===== src/rtl/alu_selftest_seq.sv =====
// Self-test sequencer for the ALU: walks an external vector table, drives the ALU,
// waits a settle time, compares the result/flags and reports pass/fail statistics.
module alu_selftest_seq #(
    parameter int                DATA_W    = 16,
    parameter int                OP_W      = 8,
    parameter int                FLAG_W    = 5,
    parameter int                NUM_VEC   = 16,
    parameter int                IDX_W     = 4,
    parameter int                SETTLE    = 2,
    parameter int                ERR_W     = 8,
    parameter logic [FLAG_W-1:0] FLAG_MASK = {FLAG_W{1'b1}}
) (
    input  logic              clk,
    input  logic              reset,
    input  logic              start_i,
    input  logic              halt_on_fail_i,
    output logic [IDX_W-1:0]  vec_idx_o,
    input  logic [DATA_W-1:0] vec_a_i,
    input  logic [DATA_W-1:0] vec_b_i,
    input  logic [OP_W-1:0]   vec_op_i,
    input  logic [DATA_W-1:0] vec_c_exp_i,
    input  logic [FLAG_W-1:0] vec_flags_exp_i,
    output logic [DATA_W-1:0] alu_a_o,
    output logic [DATA_W-1:0] alu_b_o,
    output logic [OP_W-1:0]   alu_op_o,
    input  logic [DATA_W-1:0] alu_c_i,
    input  logic [FLAG_W-1:0] alu_flags_i,
    output logic              busy_o,
    output logic              done_o,
    output logic              pass_o,
    output logic [ERR_W-1:0]  err_count_o,
    output logic [IDX_W-1:0]  fail_idx_o,
    output logic [DATA_W-1:0] fail_c_o,
    output logic [FLAG_W-1:0] fail_flags_o
);

    localparam logic [2:0] S_IDLE   = 3'd0;
    localparam logic [2:0] S_APPLY  = 3'd1;
    localparam logic [2:0] S_SETTLE = 3'd2;
    localparam logic [2:0] S_CHECK  = 3'd3;
    localparam logic [2:0] S_NEXT   = 3'd4;
    localparam logic [2:0] S_DONE   = 3'd5;
    localparam logic [2:0] S_FAIL   = 3'd6;

    localparam int               CNT_W     = (SETTLE > 1) ? $clog2(SETTLE) : 1;
    localparam logic [CNT_W-1:0] SETTLE_LD = CNT_W'(SETTLE - 1);
    localparam logic [IDX_W-1:0] LAST_IDX  = IDX_W'(NUM_VEC - 1);
    localparam logic [ERR_W-1:0] ERR_MAX   = {ERR_W{1'b1}};

    function automatic logic vec_mismatch(
        input logic [DATA_W-1:0] c,
        input logic [DATA_W-1:0] c_exp,
        input logic [FLAG_W-1:0] f,
        input logic [FLAG_W-1:0] f_exp
    );
        return (c != c_exp) || ((f & FLAG_MASK) != (f_exp & FLAG_MASK));
    endfunction

    logic [2:0]        state_q,      state_d;
    logic [CNT_W-1:0]  cnt_q,        cnt_d;
    logic [IDX_W-1:0]  vec_idx_q,    vec_idx_d;
    logic [DATA_W-1:0] alu_a_q,      alu_a_d;
    logic [DATA_W-1:0] alu_b_q,      alu_b_d;
    logic [OP_W-1:0]   alu_op_q,     alu_op_d;
    logic              busy_q,       busy_d;
    logic              done_q,       done_d;
    logic              pass_q,       pass_d;
    logic [ERR_W-1:0]  err_q,        err_d;
    logic              first_q,      first_d;
    logic [IDX_W-1:0]  fail_idx_q,   fail_idx_d;
    logic [DATA_W-1:0] fail_c_q,     fail_c_d;
    logic [FLAG_W-1:0] fail_flags_q, fail_flags_d;
    logic              mismatch_s;

    // Next-state and datapath decode for the sequencer
    always_comb begin
        state_d      = state_q;
        cnt_d        = cnt_q;
        vec_idx_d    = vec_idx_q;
        alu_a_d      = alu_a_q;
        alu_b_d      = alu_b_q;
        alu_op_d     = alu_op_q;
        err_d        = err_q;
        first_d      = first_q;
        fail_idx_d   = fail_idx_q;
        fail_c_d     = fail_c_q;
        fail_flags_d = fail_flags_q;
        mismatch_s   = vec_mismatch(alu_c_i, vec_c_exp_i, alu_flags_i, vec_flags_exp_i);

        case (state_q)
            S_IDLE, S_DONE, S_FAIL: begin
                if (start_i) begin
                    state_d      = S_APPLY;
                    vec_idx_d    = '0;
                    err_d        = '0;
                    first_d      = 1'b0;
                    fail_idx_d   = '0;
                    fail_c_d     = '0;
                    fail_flags_d = '0;
                end else begin
                    state_d = state_q;
                end
            end
            S_APPLY: begin
                alu_a_d  = vec_a_i;
                alu_b_d  = vec_b_i;
                alu_op_d = vec_op_i;
                cnt_d    = SETTLE_LD;
                state_d  = S_SETTLE;
            end
            S_SETTLE: begin
                if (cnt_q == '0) begin
                    state_d = S_CHECK;
                end else begin
                    cnt_d = cnt_q - CNT_W'(1);
                end
            end
            S_CHECK: begin
                if (mismatch_s) begin
                    if (err_q != ERR_MAX) begin
                        err_d = err_q + ERR_W'(1);
                    end else begin
                        err_d = err_q;
                    end
                    // Only the first failing vector of a run is captured
                    if (!first_q) begin
                        first_d      = 1'b1;
                        fail_idx_d   = vec_idx_q;
                        fail_c_d     = alu_c_i;
                        fail_flags_d = alu_flags_i;
                    end else begin
                        first_d = first_q;
                    end
                end else begin
                    err_d = err_q;
                end
                if (mismatch_s && halt_on_fail_i) begin
                    state_d = S_FAIL;
                end else if (vec_idx_q == LAST_IDX) begin
                    state_d = S_DONE;
                end else begin
                    state_d = S_NEXT;
                end
            end
            S_NEXT: begin
                vec_idx_d = vec_idx_q + IDX_W'(1);
                state_d   = S_APPLY;
            end
            default: begin
                state_d = S_IDLE;
            end
        endcase

        case (state_d)
            S_APPLY, S_SETTLE, S_CHECK, S_NEXT: begin
                busy_d = 1'b1;
                done_d = 1'b0;
                pass_d = 1'b0;
            end
            S_DONE: begin
                busy_d = 1'b0;
                done_d = 1'b1;
                pass_d = (err_d == '0);
            end
            S_FAIL: begin
                busy_d = 1'b0;
                done_d = 1'b1;
                pass_d = 1'b0;
            end
            default: begin
                busy_d = 1'b0;
                done_d = 1'b0;
                pass_d = 1'b0;
            end
        endcase
    end

    // State and output registers with synchronous active-low reset
    always_ff @(posedge clk) begin
        if (!reset) begin
            state_q      <= S_IDLE;
            cnt_q        <= '0;
            vec_idx_q    <= '0;
            alu_a_q      <= '0;
            alu_b_q      <= '0;
            alu_op_q     <= '0;
            busy_q       <= 1'b0;
            done_q       <= 1'b0;
            pass_q       <= 1'b0;
            err_q        <= '0;
            first_q      <= 1'b0;
            fail_idx_q   <= '0;
            fail_c_q     <= '0;
            fail_flags_q <= '0;
        end else begin
            state_q      <= state_d;
            cnt_q        <= cnt_d;
            vec_idx_q    <= vec_idx_d;
            alu_a_q      <= alu_a_d;
            alu_b_q      <= alu_b_d;
            alu_op_q     <= alu_op_d;
            busy_q       <= busy_d;
            done_q       <= done_d;
            pass_q       <= pass_d;
            err_q        <= err_d;
            first_q      <= first_d;
            fail_idx_q   <= fail_idx_d;
            fail_c_q     <= fail_c_d;
            fail_flags_q <= fail_flags_d;
        end
    end

    assign vec_idx_o    = vec_idx_q;
    assign alu_a_o      = alu_a_q;
    assign alu_b_o      = alu_b_q;
    assign alu_op_o     = alu_op_q;
    assign busy_o       = busy_q;
    assign done_o       = done_q;
    assign pass_o       = pass_q;
    assign err_count_o  = err_q;
    assign fail_idx_o   = fail_idx_q;
    assign fail_c_o     = fail_c_q;
    assign fail_flags_o = fail_flags_q;

endmodule


===== config.mk =====
export PLATFORM = sky130hd
export DESIGN_NAME = alu_selftest_seq
export DESIGN_NICKNAME = d
export VERILOG_FILES = /design/src/rtl/alu_selftest_seq.sv
export SDC_FILE = /design/constraint.sdc
export NUM_CORES = 1
export LEC_CHECK = 0
export BUFFER_PORTS_ARGS = -buffer_cell sky130_fd_sc_hd__buf_2
export CAP_MARGIN = 20
export CORE_ASPECT_RATIO = 1.1
export CORE_UTILIZATION = 45
export DETAILED_ROUTE_END_ITERATION = 12
export GPL_TIMING_DRIVEN = 1
export PLACE_DENSITY = 0.75
export SYNTH_ARGS = -nofsm -noshare
export SYNTH_HDL_FRONTEND = slang
export SYNTH_SLANG_ARGS = --single-unit

===== constraint.sdc =====
create_clock -name clk -period 2.2 [get_ports clk]
set_clock_uncertainty 0.1 [all_clocks]
set_input_delay 0.11 -clock clk [delete_from_list [all_inputs] [get_ports clk]]
set_output_delay 0.11 -clock clk [all_outputs]
set_load 0.005 [all_outputs]

==> impl_summary.txt, run 1 <==
----------------------------------------------------
[Layout]
  Signed area change from the synthesized netlist to the final layout ... 45.61%
  Count of inserted antenna diode cells ... 0
  Layout cells sized above 1 ... a little over a third
  Count of nets after finishing ... 781
  Number of inserted filler cells in the final layout ... 678
  Post-layout util ... 67.34%
  Final Cell Area ... 5976 um2

[Placed design]
  Detailed placer's ending HPWL ... roughly 7600 um
  Number of port buffers ... 165
  GP Congestion ... roughly 0.94
  Placed Instance Area ... ~5100 um2

[Synth]
  Async SR Flop Fraction ... 0%
  Share of the synthesized area in the top cell type ... 41.46%
  Netlist area before placement ... a little over 4000 um2
  Count of cell types in the netlist ... 61
  Most frequent cell after synthesis ... nand2_1
  Yosys warnings ... 0
  Number of synthesized flops with an enable pin ... 0
  Top flip-flop cell by instance count after synthesis ... dfxtp_1
  Flip-flop and latch count after synthesis ... 85
  Proportion of synthesized chip area in sequential cells ... 41.46%
  Post-Synthesis Mean Instance Area ... 8.676 um2
  Synth area leader ... dfxtp_1
  Leading post-synthesis cells by instance count ... nand2_1 (120), dfxtp_1 (85), a21boi_0 (44), nand3_2 (20), clkbuf_1 (19)
  Mapped Nets ... 561
  Number of standard cells after synthesis ... 473
  Most area-consuming cells after synthesis ... dfxtp_1 (41%), nand2_1 (11%), a21boi_0 (8.0%), nand3_2 (4.9%), xor2_1 (3.0%)

[Clock network]
  CTS tree ... yes
  Buffer cell driving the clock tree root ... clkbuf_8
  Post-CTS setup-driven buffer insertion count ... 0
  Post-CTS clock slew at the launch and capture registers of the worst setup and hold paths ... 0.09 ns
  Inserted Clock Buffers ... 9
  Clock latency on the worst-skew pair ... 0.35 ns
  Max Root-Sink Buffers ... 2
  Count of H-tree levels built during CTS ... 3
  Number of sinks driven by the clock tree ... 85

[GRT]
  Tot GR Track Use ... 26.22%
  Total congestion overflow after global routing ... 0
  Antenna violations before repair ... 0
  Number of global-route vias before repair ... 4126
  Global-route wire length before repair ... 19750 um
  Maximum number of pins on one net before global-route repair ... 83

[Outcome]
  Outcome ... completed

[Timing]
  Slew @ Worst Pin ... 0.6841 ns
  Highest clock frequency the design can meet ... 0.4696 GHz
  Normalized max-slew margin ... between 50% and 60%
  Number of pins with negative max-slew slack in the final report ... 0
  Hold Fails Final Rpt ... 0
  Final critical-path share of the clock period ... 96.80%
  Worst-case hold slack ... 0.1011 ns
  Setup repair after global routing missed its margin ... true
  Final period demand of the worst path ... 2.130 ns
  # setup viols final ... 0

[Worst setup path]
  Arrival time at the worst endpoint ... 2.28 ns
  Cell breakdown of the critical path ... dlygate4sd3_1 -> buf_2 -> xnor2_1 -> nand3_2 -> or3_4 -> o211ai_4 -> clkbuf_16 -> nand2_1 -> nand3_1 -> a21boi_1
  Type of element launching the critical path ... primary input
  Largest stage delay, worst path ... 0.53 ns
  Slowest cell on the critical path ... dlygate4sd3_1
  Peak fanout along the critical path ... 6
  WP buf/inv ... 3
  Endpoint class of the critical path ... flop
  Crit path kind ... in -> reg
  Cell type group with the largest total delay on the critical path ... buffers and inverters
  Data required time of the critical path ... 2.35 ns

[Floorplanning]
  Die H ... between 100 and 150 um
  X dimension of the die ... about 93 um
  I/O pin total ... 166
  Placeable core region ... between 8000 and 9000 um2
  Initial core utilization ... between 40% and 50%
  Area of the die ... between 9000 and 10000 um2
  Rows ... 36

[Routing]
  Avg WL per Cell ... 15.21 um
  DRC violations left ... 0
  Routed vias ... ~4300
  Detail-routed via count per cell ... between 5 and 6
  Count of TritonRoute iterations in the first routing pass ... 5
  Final wirelength ... 12350 um
  Number of antenna-violating nets in the routed design ... 0
  Initial drt markers ... about 270

[Power]
  Max IR drop VDD ... roughly 420 uV
  Power density of the placed cells ... approximately 580 nW/um2
  Static power due to leakage ... ~2.6 nW

[Hold path]
  Hold WC Path Type ... in -> reg

[Flow run]
  Reported max-cap violation count ... 0

----------------------------------------------------
## cell families after synthesis
| logic type | share of synthesized area, % |
|---|---|
| adder cells (fa/ha/maj) | 0.6097 |
| buffers and inverters | 3.994 |
| flip-flops | 41.46 |
| XOR/XNOR | 4.695 |
| AND/OR/NAND/NOR | 27.26 |
| multiplexers | 0.9756 |
| AO/OA/AOI/OAI | 21.01 |
## flip-flops by register name, summed over array words and instances, names as in the netlist, 4 cells and up
name,flops
alu_a_o,16
alu_b_o,16
alu_op_o,8
err_count_o,8
fail_c_o,16
fail_flags_o,5
fail_idx_o,4
vec_idx_o,4
## layout by cell type (no fill, tap or decap), types with 6 or more instances in the layout
| cell | instances |
|---|---|
| a21boi_2 | 11 |
| a21boi_0 | 41 |
| nand3_1 | 10 |
| xnor2_1 | 8 |
| nand3_2 | 20 |
| nor2b_1 | 6 |
| nor2_1 | 14 |
| and2_1 | 8 |
| dfxtp_1 | 84 |
| buf_4 | 12 |
| xor2_1 | 14 |
| clkbuf_8 | 10 |
| buf_2 | 159 |
| o21ai_0 | 9 |
| nand2_1 | 120 |
| a21oi_1 | 10 |
| dlygate4sd3_1 | 58 |
| a21boi_1 | 13 |
## layout make-up
type / instances / area, um2 / share of cell area [%]
Multi-Input combinational cell: 353 / 2277 / 38.11
Sequential cell: 85 / 1703 / 28.50
Timing Repair Buffer: 239 / 1628 / 27.24
Tap cell: 114 / 142.6 / 2.387
Clock buffer: 10 / 137.6 / 2.303
Clock inverter: 6 / 68.82 / 1.152
Inverter: 5 / 18.77 / 0.3141
## report_power, final
part / total (mW) / internal (mW) / switching, mW
Clock: 1.15 / 0.567 / 0.586
Combinational: 0.680 / 0.327 / 0.353
Sequential: 1.66 / 1.61 / 0.0469
Total: 3.49 / 2.51 / 0.986
## stage by stage
stage                     cells  setup WS (ns)   TNS, ns  power, mW
after floorplan             473         0.2206         0      2.018
after global placement      738         0.1820         0      2.244
after detailed placement    738        0.09392         0      2.261
after CTS                   815        0.01078         0      3.486
after global routing        812       -0.02042  -0.05430      3.667
final                       812        0.07031         0      3.493
## worst register-to-register path: cells and delay by family (launching register included)
kind | cells | cell delay [ns]
AO/OA/AOI/OAI | 3 | 0.71
AND/OR/NAND/NOR | 4 | 0.67
flip-flops | 1 | 0.34
adder cells (fa/ha/maj) | 1 | 0.25
## routing by layer
metal  vias up  wire length [um]  share of wire, %  track usage [%]
met5         -                 0                 0                0
met4         0               303               2.5            10.65
met3        28               750               6.1            5.506
met2       171              6191                50            46.55
met1      2000              5108                41            30.89
li1       2059                 -                 -                -
## worst paths after layout
check / startpoint / to / slack, ns / depth (start not counted)
worst min register to register: fail_flags_o[0]$_SDFFE_PN0P_ / fail_flags_o[0]$_SDFFE_PN0P_ / 0.36 / 2
worst max-delay path: alu_c_i[7] / fail_idx_o[3]$_SDFFE_PN0P_ / 0.07 / 10
worst min-delay path: alu_c_i[12] / fail_c_o[12]$_SDFFE_PN0P_ / 0.10 / 3
worst max register to register: err_count_o[0]$_SDFF_PN0_ / pass_o$_SDFF_PN0_ / 0.09 / 8
## what timing repair did
action                                  CTS  global route
endpoints found under the hold margin    61             0
gates resized for setup                   0            17
endpoints found under the setup margin    0            17
hold buffers                             61             0
Note: power is estimated with default switching activity, not from simulation.
==> run 2: changes to the inputs <==
Settings changed: CORE_UTILIZATION 45 to 49, PLACE_DENSITY 0.75 to 0.81.
Clock period 2.2 ns to 2.4 ns, I/O delays scaled along.
==> run 2 against run 1 <==
Against the previous run: first-iteration DRC count down 0.38%; non-clock buffer count down 2; clock-buffer cell count unchanged; register-to-register slack better by 0.07 ns; power down 7.4%; design area down 2.2%; utilization up 5.7 points; combinational power down 12%; clock power down 3%; flip-flop and latch count unchanged.
==> impl_summary.txt, run 2 (synthesis gave the netlist of run 1 again) <==
----------------------------------------------------
[Timing]
  Normalized max-slew margin ... 54.63% (was 54.39%)
  Hold Fails Final Rpt ... 0 (unchanged)
  Number of pins with negative max-slew slack in the final report ... 0 (unchanged)
  Slew @ Worst Pin ... 0.6805 ns (was 0.6841 ns)
  Sum Neg Setup Slack ... 0 ns (unchanged)
  Highest clock frequency the design can meet ... 0.4362 GHz
  Worst-case hold slack ... 0.04969 ns (was 0.1011 ns)
  Final critical-path share of the clock period ... 95.52%
  Setup repair after global routing missed its margin ... false (was true)
  # setup viols final ... 0 (unchanged)
  Final period demand of the worst path ... 2.292 ns

[Clock network]
  Buffer cell driving the clock tree root ... clkbuf_8 (unchanged)
  Clock latency on the worst-skew pair ... 0.35 ns (about the same)
  Count of H-tree levels built during CTS ... 3 (unchanged)
  CTS tree ... yes (unchanged)
  Inserted Clock Buffers ... 9 (unchanged)
  Max Root-Sink Buffers ... 2 (unchanged)
  Post-CTS clock slew at the launch and capture registers of the worst setup and hold paths ... 0.08 ns (was 0.09 ns)
  Number of sinks driven by the clock tree ... 85 (unchanged)

[Routing]
  Detail-routed via count per cell ... 5.264 (was 5.244)
  Number of antenna-violating nets in the routed design ... 0 (unchanged)
  Final wirelength ... 12160 um (was 12350 um)
  Routed vias ... 4232 (was 4258)
  Count of TritonRoute iterations in the first routing pass ... 4 (was 5)
  Initial drt markers ... 265 (was 266)
  DRC violations left ... 0 (unchanged)
  Avg WL per Cell ... 15.12 um (was 15.21 um)

[Flow run]
  Reported max-cap violation count ... 0 (unchanged)

[Floorplanning]
  Initial core utilization ... 51.31% (was 46.25%)
  X dimension of the die ... 89.26 um (was 93.06 um)
  Area of the die ... 8746 um2 (was 9507 um2)
  Rows ... 34 (was 36)
  Placeable core region ... 7998 um2 (was 8874 um2)
  Die H ... 97.99 um (was 102.2 um)
  I/O pin total ... 166 (unchanged)

[Worst setup path]
  Arrival time at the worst endpoint ... 2.49 ns (was 2.28 ns)
  Endpoint class of the critical path ... flop (unchanged)
  Type of element launching the critical path ... primary input (unchanged)
  Data required time of the critical path ... 2.59 ns (was 2.35 ns)
  Peak fanout along the critical path ... 9 (was 6)
  Crit path kind ... in -> reg (unchanged)

[Layout]
  Signed area change from the synthesized netlist to the final layout ... 42.41% (was 45.61%)
  Count of inserted antenna diode cells ... 0 (unchanged)
  Post-layout util ... 73.08% (was 67.34%)
  Count of nets after finishing ... 779 (was 781)
  Commonest non-fill, non-tap cell in the layout ... buf_2 (unchanged)
  Number of inserted filler cells in the final layout ... 608 (was 678)
  Most frequent cells in the layout ... buf_2 (165), nand2_1 (120), dfxtp_1 (85) (was buf_2 (159), nand2_1 (120), dfxtp_1 (84))
  Layout cells sized above 1 ... 34.63% (was 35.53%)

[GRT]
  Maximum number of pins on one net before global-route repair ... 83 (unchanged)
  Tot GR Track Use ... 28.37% (was 26.22%)
  Number of global-route vias before repair ... 4148 (was 4126)
  Global-route wire length before repair ... 19380 um (was 19750 um)
  Antenna violations before repair ... 0 (unchanged)
  Total congestion overflow after global routing ... 0 (unchanged)

[Power]
  Power density of the placed cells ... 553.7 nW/um2 (was 584.5 nW/um2)
  Max IR drop VDD ... 344.8 uV (was 419.4 uV)
  Static power due to leakage ... 2.562 nW (was 2.639 nW)

[Placed design]
  GP Congestion ... 0.8980 (was 0.9385)
  Number of port buffers ... 165 (unchanged)
  Detailed placer's ending HPWL ... 7327 um (was 7645 um)

[Outcome]
  Outcome ... completed (unchanged)

[Hold path]
  Hold WC Path Type ... in -> reg (unchanged)

----------------------------------------------------
-- run 2: report_power, final --
group	switching, mW	total [mW]	leakage (nW)	internal [mW]
Combinational	0.315	0.600	1.77	0.285
Clock	0.523	1.11	0.107	0.587
Sequential	0.0477	1.53	0.689	1.48
Total	0.885	3.24	2.56	2.35
-- run 2: timing repair --
action                                 CTS  global route
resized for setup                        0             3
setup endpoints to repair                0            20
endpoints found under the hold margin   61             0
hold buffers                            61             0
setup buffers                            0             1
-- run 2: layer usage --
metal  track usage (%)  part of all wire (%)
met2             48.56                    51
met3             7.270                   6.3
met5                 0                     0
met1             31.33                    39
met4             15.75                   3.9
-- run 2: final cells by class --
class | count | area [um2] | area share (%)
Clock inverter | 6 | 86.33 | 1.477
Clock buffer | 10 | 127.6 | 2.184
Inverter | 5 | 18.77 | 0.3211
Multi-Input combinational cell | 353 | 2252 | 38.54
Timing Repair Buffer | 237 | 1523 | 26.05
Sequential cell | 85 | 1702 | 29.12
Tap cell | 108 | 135.1 | 2.312
-- run 2: metrics by stage --
stage                     worst slack [ns]  power (mW)  cells  instance area [um2]
after detailed placement            0.1896       2.059    726                 5002
after global routing              0.003775       3.393    804                 5844
after floorplan                     0.4206       1.849    473                 4104
after CTS                          0.06742       3.232    803                 5827
after global placement              0.2797       2.045    726                 5002
final                               0.1076       3.236    804                 5844
-- run 2: final timing paths --
| check | startpoint | endpoint | slack (ns) | cells after the start |
|---|---|---|---|---|
| min | reset | state_q[2]$_SDFF_PN0_ | 0.05 | 3 |
| min reg2reg | fail_idx_o[3]$_SDFFE_PN0P_ | fail_idx_o[3]$_SDFFE_PN0P_ | 0.36 | 2 |
| max reg2reg | err_count_o[0]$_SDFF_PN0_ | pass_o$_SDFF_PN0_ | 0.16 | 8 |
| max | alu_flags_i[0] | pass_o$_SDFF_PN0_ | 0.11 | 9 |
-- run 2: worst max-delay path, stage by stage --
cell           delay, ns
dlygate4sd3_1       0.53
buf_2               0.14
xor2_1              0.15
nor4_2              0.35
and4_4              0.33
nand2_4             0.11
a31o_1              0.26
a311oi_1            0.29
and4_1              0.21
